--- src/rtl/spi_pkg.sv ---
// -----------------------------------------------------------------------------
// spi_pkg
// Shared definitions for the SPI master serial datapath.
//   MAX_LEN   : maximum character length in bits (also data word width)
//   CNT_W     : bit counter width, 2**CNT_W > MAX_LEN
//   IDX_W     : width of a bit index into a MAX_LEN-wide word
//   state_e   : shift engine state encoding (IDLE / XFER)
//   eff_len   : decode of the len field (0 or oversize -> MAX_LEN)
//   bit_index : transfer position k -> word bit index (LSB/MSB first)
// -----------------------------------------------------------------------------
package spi_pkg;

    localparam int MAX_LEN = 32;
    localparam int CNT_W   = 6;
    localparam int IDX_W   = $clog2(MAX_LEN);

    typedef enum logic {
        IDLE = 1'b0,
        XFER = 1'b1
    } state_e;

    // Length field decode: 0 means a full-width character, and anything
    // beyond the word width is clamped to it.
    function automatic logic [CNT_W-1:0] eff_len(input logic [CNT_W-1:0] len);
        if (len == '0 || len > CNT_W'(MAX_LEN)) begin
            return CNT_W'(MAX_LEN);
        end
        return len;
    endfunction

    // Position k of an l-bit character maps to bit k (LSB first) or
    // bit l-1-k (MSB first). Both tx and rx words use this mapping.
    function automatic logic [IDX_W-1:0] bit_index(input logic [CNT_W-1:0] k,
                                                   input logic [CNT_W-1:0] l,
                                                   input logic             lsb);
        logic [CNT_W-1:0] r;
        r = lsb ? k : (l - CNT_W'(1) - k);
        return r[IDX_W-1:0];
    endfunction

endpackage

--- src/rtl/spi_shift.sv ---
// -----------------------------------------------------------------------------
// spi_shift
// Serial shift engine of the SPI master. Driven by the single-cycle sclk edge
// strobes of the clock generator, it shifts tx_data out on mosi and assembles
// miso into rx_data, and reports tip/lstclk back so sclk starts and stops on
// bit boundaries.
// Ports:
//   wb_clk, wb_reset      : system clock, asynchronous active-high reset
//   go                    : start request, honoured only while idle
//   len, lsb              : character length (0 = MAX_LEN), bit order
//   tx_negedge/rx_negedge : select which strobe shifts mosi / samples miso
//   cpol_0, cpol_1        : sclk rising / falling edge strobes
//   tx_data, miso         : parallel word to send, serial input
//   tip, lstclk           : transfer in progress, final sample edge pending
//   mosi, rx_data, done   : serial output, received word, completion pulse
// -----------------------------------------------------------------------------
module spi_shift
    import spi_pkg::*;
(
    input  logic               wb_clk,
    input  logic               wb_reset,
    input  logic               go,
    input  logic [CNT_W-1:0]   len,
    input  logic               lsb,
    input  logic               tx_negedge,
    input  logic               rx_negedge,
    input  logic               cpol_0,
    input  logic               cpol_1,
    input  logic [MAX_LEN-1:0] tx_data,
    input  logic               miso,
    output logic               tip,
    output logic               lstclk,
    output logic               mosi,
    output logic [MAX_LEN-1:0] rx_data,
    output logic               done
);

    state_e             state_q;
    logic [MAX_LEN-1:0] tx_q;
    logic [MAX_LEN-1:0] rx_q;
    logic [CNT_W-1:0]   len_q;
    logic [CNT_W-1:0]   ktx_q;
    logic [CNT_W-1:0]   krx_q;
    logic               lsb_q;
    logic               tip_q;
    logic               lst_q;
    logic               mosi_q;
    logic               done_q;

    logic               tx_edge;
    logic               rx_edge;
    logic [CNT_W-1:0]   len_d;
    logic [CNT_W-1:0]   last_q;

    assign tx_edge = tx_negedge ? cpol_1 : cpol_0;
    assign rx_edge = rx_negedge ? cpol_1 : cpol_0;
    assign len_d   = eff_len(len);
    assign last_q  = len_q - CNT_W'(1);

    always_ff @(posedge wb_clk or posedge wb_reset) begin
        if (wb_reset) begin
            state_q <= IDLE;
            tx_q    <= '0;
            rx_q    <= '0;
            len_q   <= '0;
            ktx_q   <= '0;
            krx_q   <= '0;
            lsb_q   <= 1'b0;
            tip_q   <= 1'b0;
            lst_q   <= 1'b0;
            mosi_q  <= 1'b0;
            done_q  <= 1'b0;
        end else begin
            done_q <= 1'b0;
            case (state_q)
                IDLE: begin
                    // done_q blocks a go that arrives in the very cycle tip
                    // drops, so back-to-back starts are one cycle apart.
                    if (go && !done_q) begin
                        state_q <= XFER;
                        tx_q    <= tx_data;
                        rx_q    <= '0;
                        len_q   <= len_d;
                        lsb_q   <= lsb;
                        ktx_q   <= '0;
                        krx_q   <= '0;
                        tip_q   <= 1'b1;
                        lst_q   <= (len_d == CNT_W'(1));
                        // First bit is presented before any sclk edge.
                        mosi_q  <= tx_data[bit_index('0, len_d, lsb)];
                    end
                end
                XFER: begin
                    // Once the last bit is on mosi, further shift edges
                    // are ignored so mosi holds through the final sample.
                    if (tx_edge && ktx_q < last_q) begin
                        ktx_q  <= ktx_q + CNT_W'(1);
                        mosi_q <= tx_q[bit_index(ktx_q + CNT_W'(1), len_q, lsb_q)];
                    end
                    if (rx_edge) begin
                        rx_q[bit_index(krx_q, len_q, lsb_q)] <= miso;
                        krx_q <= krx_q + CNT_W'(1);
                        if (krx_q == last_q) begin
                            state_q <= IDLE;
                            tip_q   <= 1'b0;
                            lst_q   <= 1'b0;
                            done_q  <= 1'b1;
                        end else begin
                            // lstclk tracks k_rx == L-1 in the same cycle
                            // the counter reaches it.
                            lst_q <= (krx_q + CNT_W'(1) == last_q);
                        end
                    end
                end
                default: state_q <= IDLE;
            endcase
        end
    end

    assign tip     = tip_q;
    assign lstclk  = lst_q;
    assign mosi    = mosi_q;
    assign rx_data = rx_q;
    assign done    = done_q;

endmodule
--- config.mk ---
export PLATFORM = sky130hd
export DESIGN_NAME = spi_shift
export DESIGN_NICKNAME = d
export VERILOG_FILES = /design/src/rtl/spi_pkg.sv /design/src/rtl/spi_shift.sv
export SDC_FILE = /design/constraint.sdc
export NUM_CORES = 1
export LEC_CHECK = 0
export ABC_CLOCK_PERIOD_IN_PS = 5600
export CAP_MARGIN = 20
export CORE_MARGIN = 5
export CORE_UTILIZATION = 40
export DETAILED_ROUTE_END_ITERATION = 7
export GPL_TIMING_DRIVEN = 0
export PLACE_DENSITY = 0.67
export SETUP_SLACK_MARGIN = 0.02
export SYNTH_ARGS = -nofsm -noshare
export SYNTH_HDL_FRONTEND = slang
export SYNTH_SLANG_ARGS = --single-unit
--- constraint.sdc ---
create_clock -name wb_clk -period 5.6 [get_ports wb_clk]
set_input_delay 0.56 -clock wb_clk [delete_from_list [all_inputs] [get_ports wb_clk]]
set_output_delay 0.56 -clock wb_clk [all_outputs]
set_load 0.005 [all_outputs]
## Yosys cells after proc, flatten, opt, wreduce, memory -nomap -nowiden

Index checks and enable logic that the tools add are counted.

| cells by class | value |
|---|---|
| $add $sub $neg | 6 |
| order comparisons | 6 |
| equal/unequal tests | 7 |
| mux-type cells | 41 |
| bitwise operators | 1 |
| reductions and logical operators | 10 |

Operators with widths:

| cell | count |
|---|---|
| $mux 32 | 2 |
| $pmux 32 s2 | 1 |
| $bwmux 32 | 1 |
| $mux 6 | 5 |
| $pmux 6 s2 | 2 |
| $mux 1 | 20 |
| $lt 5x6->1 const B | 3 |
| $mux 5 | 3 |
| $add 6x1->6 const B | 2 |
| $eq 6x6->1 | 2 |
| $bmux 1 s5 | 2 |
| $sub 5x5->5 | 2 |
| $pmux 1 s2 | 4 |
| $eq 6x1->1 const B | 1 |
| $gt 6x6->1 const B | 1 |
| $logic_not 6->1 | 1 |
| $lt 6x6->1 | 1 |
| $ne 2x1->1 const B | 3 |
| $reduce_and 2->1 | 3 |
| $sub 6x1->6 const B | 1 |
| $demux 1 s5 | 1 |
| $ge 5x1->1 const B | 1 |
| $sub 5x1->5 const B | 1 |
| $logic_and 1x1->1 | 3 |
| 5 further kinds | 5 |

| word-level totals | value |
|---|---|
| flip-flop bits (word level) | 88 |
| bits of input ports | 47 |
| output and inout port bits | 36 |

## Logic depth before layout (Yosys ltp)

| depth | value |
|---|---|
| depth after elaboration | 10 |
| gate-level depth with buffers | 14 |
| mapped depth without buffers | 13 |

## Worst setup path before layout

Ideal clock, no wire load.

| path | value |
|---|---|
| path type | reg-to-reg |
| from | register len_q[0] |
| to | register mosi_q (netlist: mosi) |
| library setup time | 123 ps |
| arrival | 3104 ps |
| data required time | 5477 ps |
| setup slack | 2373 ps |
| cell stages (with the launch flop) | 10 |
| buffers on the path | 0 |
| path through | dfrtp_1 inv_1 ha_1 inv_1 fa_1 mux2i_1 mux4_2 and3_1 o32a_1 o221a_2 |

| on the way | value |
|---|---|
| word-level cells in the longest chain between the ends | 7 |
| elaborated cells between the ends (all ways) | 11 |
| those cells by class | add/sub (2); order compare (1); eq/ne (1); mux (5); reduce/logical (2) |

RTL lines:

| item | line | text |
|---|---|---|
| start, declared | spi_shift.sv:41 | `logic [CNT_W-1:0] len_q;` |
| start signal, assigned | spi_shift.sv:83 | `len_q <= len_d;` |
| $sub 6x1->6 (*) | spi_pkg.sv:37 | `r = lsb ? k : (l - CNT_W'(1) - k);` |
| $sub 5x5->5 | spi_pkg.sv:37 |  |
| $mux 5 | spi_pkg.sv:37 |  |
| $bmux 1 s5 | spi_shift.sv:98 | `mosi_q <= tx_q[bit_index(ktx_q + CNT_W'(1), len_q, lsb_q)];` |
| $mux 1 (implied by the code) | spi_shift.sv:98 |  |
| $mux 1 | spi_shift.sv:96 | `if (tx_edge && ktx_q < last_q) begin` |
| $pmux 1 s2 | spi_shift.sv:75 | `case (state_q)` |
| end signal, assigned | spi_shift.sv:90 | `mosi_q <= tx_data[bit_index('0, len_d, lsb)];` |
| end signal, assigned | spi_shift.sv:98 |  |
| end, declared | spi_shift.sv:47 | `logic mosi_q;` |

Mark *: on every way between the ends. The rest lies on a longest branch, timed or not. The select of a mux whose other input is x is not followed.
A chain may end at the register's enable or synchronous reset.

## Final worst setup path

| path | value |
|---|---|
| from | register len_q[0] |
| to | register rx_q[11] (netlist: rx_data[11]) |

| on the way | value |
|---|---|
| word-level cells in the longest chain between the ends | 10 |
| elaborated cells between the ends (all ways) | 11 |
| those cells by class | add/sub (2); order compare (2); mux (6); reduce/logical (1) |

RTL lines:

| item | line | text |
|---|---|---|
| $sub 6x1->6 (*) | spi_pkg.sv:37 |  |
| $sub 5x5->5 (*) | spi_pkg.sv:37 |  |
| $mux 5 (*) | spi_pkg.sv:37 |  |
| $lt 5x6->1 (implied by the code) / $ge 5x1->1 (equally long branches) | spi_shift.sv:101 | `rx_q[bit_index(krx_q, len_q, lsb_q)] <= miso;` |
| $logic_and 1x1->1 (implied by the code) | spi_shift.sv:101 |  |
| $mux 1 (implied by the code) | spi_shift.sv:101 |  |
| $demux 1 s5 (*) | spi_shift.sv:101 |  |
| $bwmux 32 (*) | spi_shift.sv:101 |  |
| $mux 32 (*) | spi_shift.sv:100 | `if (rx_edge) begin` |
| $pmux 32 s2 (*) | spi_shift.sv:75 |  |
| end signal, assigned by index | spi_shift.sv:101 |  |
| end, declared | spi_shift.sv:40 | `logic [MAX_LEN-1:0] rx_q;` |

Marks and branches as above.

==> impl_results.md <==
- Seq cells post-synth: 88
- DR vias: between 4000 and 5000
- Worst vdd ir: 0.403 mV
- Layout Skew: between 0.009 and 0.01 ns
- Final hold viol count: 0
- CP max stage cell: o31ai_1
- Nets: 784
- Post-synth EDFFs: 0
- WP depth: 11
- Residual DRC count: 0
- Minimum clock period: around 3.8 ns
- Routed Antenna Nets: 0
- Initial core utilization: about two fifths
- Die area: about 16000 sq um
- Final setup viols: 0
- Layout area overhead: 25.2%
- Drt first pass iters: 5
- Hold path cells: 2
- Initial antenna violation count: 0
- CP Class: register to register
- Crit path required time: about 5.8 ns
- Setup Fix Bufs, Post-CTS: 0
- CP max stage delay: 0.81 ns
- Most common cell after layout, fill and taps aside: nand2_1
- Worst min path class: register to register
- Non-Filler Instances: 897
- Die W: around 130 um
- Multi-input logic area: ~3000 sq um
- CTS max path bufs: 2
- Asr flop ratio synth: 100%
- Predominant post-synthesis flop cell: dfrtp_1
- Via density: 5.54
- Diodes inserted: 0
- I/O Buffers: 82
- Share of cells above drive strength 1: around 7.1%
- Worst reg2reg path depth: 11
- Most frequent cells in the layout: nand2_1 (166), dfrtp_1 (88), clkdlybuf4s50_1 (82), o21ai_0 (47), nor2_1 (30)
- Total grt overflow: 0
- Syn_nets: 688
- Slew @ Worst Pin: 1.15 ns
- Period utilisation layout: between 60% and 70%
- Post-CTS sizing: 0
- CTS Hold Bufs: 0
- Clock sink count: 88
- Sequential fraction of the synthesis area: between 40% and 50%
- Die Span Y: 127 um
- Fmax: around 0.26 GHz
- Design Area, Final: about 6900 sq um
- Tot GR Track Use: a little under 20%
- Clock Tree Root: clkbuf_16
- Max-cap violations: 0
- Placer congestion estimate: 0.902
- DP HPWL: 11.9 mm
- Total negative slack: 0 ns
- Core area: between 10000 and 15000 sq um
- P per Cell Area: 694 nW/um^2
- Status: complete, no violations
- CP Cell Sequence: inv_1, ha_1, inv_1, ha_1, nor2b_1, o21ai_0, a21boi_0, o31ai_1, nand2_1, o311a_1, a221o_1
- Clock-pin slew on the worst setup and hold paths: around 0.07 ns
- Placed cell areas: around 6600 sq um
- Vias in the first global route: around 5000
- First-pass GRT wire length: between 20 and 30 mm
- Starting DRT DRC Count: 321
- Slew Limit Fails: 0
- Warnings, synthesis: 0
- Crit. End Element: register
- Synthesized area: between 5000 and 6000 sq um
- Final wirelength: 15.6 mm
- I/O pin total: 83
- CTS tree: yes
- Synth Area per Inst: 8.84 sq um
- CP Max Fanout: 7
- Critical Path Source Type: register
- RSZ-0062 raised after global routing: no
- Crit-path leading delay family: compound AO/OA/AOI/OAI gates
- Cell Rows: 42
- Cells after Synth: 620
- Bufs and invs on worst path: 2
- Later-pin clock latency in the skew report: about 0.35 ns
- Drt wl/cell: roughly 17 um
- Static Leakage: approximately 3.0 nW
- Fill cells: between 1000 and 1500
- Largest net degree at the start of global routing: between 50 and 60
- Synth cell types: slightly below 60
- H-tree depth: 3
- Relative slew slack: a little under a quarter
- Worst path arrival time: slightly above 4 ns
- Register Area: 2200 sq um
- Hold slack: about 0.47 ns
- Post-placement cell count: between 800 and 900
- TritonCTS Buffers: 9
## layout make-up
class | count | share of cell area [%]
Inverter | 21 | 1.19
Clock buffer | 12 | 3.88
Multi-Input combinational cell | 481 | 44.2
Buffer | 30 | 2.44
Timing Repair Buffer | 85 | 12.6
Clock inverter | 4 | 0.401
Tap cell | 176 | 3.21
Sequential cell | 88 | 32.1
## worst min-delay path, stage by stage, from the launching register on
cell and delay (ns):
dfrtp_1 0.34, nand2_1 0.05, nand2_1 0.05
## state kept, by name, indices dropped and copies added (netlist names)
| signal | count |
|---|---|
| mosi | 1 |
| ktx_q | 6 |
| tx_q | 32 |
| len_q | 6 |
| lstclk | 1 |
| lsb_q | 1 |
| tip | 1 |
| krx_q | 6 |
| state_q | 1 |
| done | 1 |
| rx_data | 32 |
## Yosys cell counts, drive strengths merged, types with 2 or more instances
cell type  count  area (sq um)
mux2i         18           180
fa             2          40.0
a221o          4          40.0
a22oi          9          67.6
nor2b          7          43.8
or2            3          18.8
nand2        166           623
mux4           7           158
a21oi         11          55.1
xor2           7          61.3
o311a          4          40.0
o21a           4          30.0
buf            9          72.6
nand3b         3          22.5
nor3b          6          50.1
o211ai        13          97.6
o21ai         48           240
nor2          30           113
a22o          11          96.3
a21boi        14           116
and3           5          31.3
a21o           6          45.0
or3            2          12.5
ha            19           238
dfrtp         88          2200
a31oi          2          12.5
nand2b         5          31.3
nor4           4          50.1
inv           21          78.8
o31ai          4          30.0
nand4          3          18.8
clkbuf        20          85.1
nor3          13          70.1
xnor2         15           131
nand3         18          90.1
mux2           4          45.0
o31a           3          35.0
## cell families after synthesis
group                      Yosys count  synth area share [%]
muxes                               29                  6.99
AOI/OAI and AO/OA                  142                  18.0
xor gates and xnor gates            22                  3.52
adders and majority gates           21                  5.07
and+or+nand+nor                    267                  21.7
DFF                                 88                  40.2
buffers and inverters               51                  4.50
## worst paths after layout
path	from	end	slack (ns)
max reg2reg	len_q[0]	rx_data[11]	1.80
max	len_q[0]	rx_data[11]	1.80
min	tx_q[27]	tx_q[27]	0.47
min reg2reg	tx_q[27]	tx_q[27]	0.47
min in group asynchronous	wb_reset	ktx_q[1]	0.58
max in group asynchronous	wb_reset	tx_q[31]	4.39
## layer usage
metal / wire length [um] / GRT usage, % / vias to the layer above
li1: - / - / 2369
met1: 6690 / 26.0 / 2426
met2: 7590 / 32.1 / 154
met3: 996 / 5.05 / 22
met4: 314 / 6.69 / 0
met5: 0 / 0 / -
## metrics by stage
| step | total power [mW] | setup slack, ns | util, % |
|---|---|---|---|
| floorplan | 3.22 | 2.37 | - |
| global placement | 4.00 | 1.27 | 48.9 |
| detailed placement | 4.13 | 1.70 | 49.1 |
| CTS | 4.74 | 1.86 | 51.3 |
| global route | 5.14 | 1.50 | 51.4 |
| finish | 4.76 | 1.80 | 51.4 |
## power breakdown
| group | internal, mW | switching [mW] |
|---|---|---|
| Sequential | 0.894 | 0.185 |
| Combinational | 1.35 | 1.73 |
| Clock | 0.337 | 0.267 |
| Total | 2.58 | 2.18 |
(Power assumes the default switching activity.)
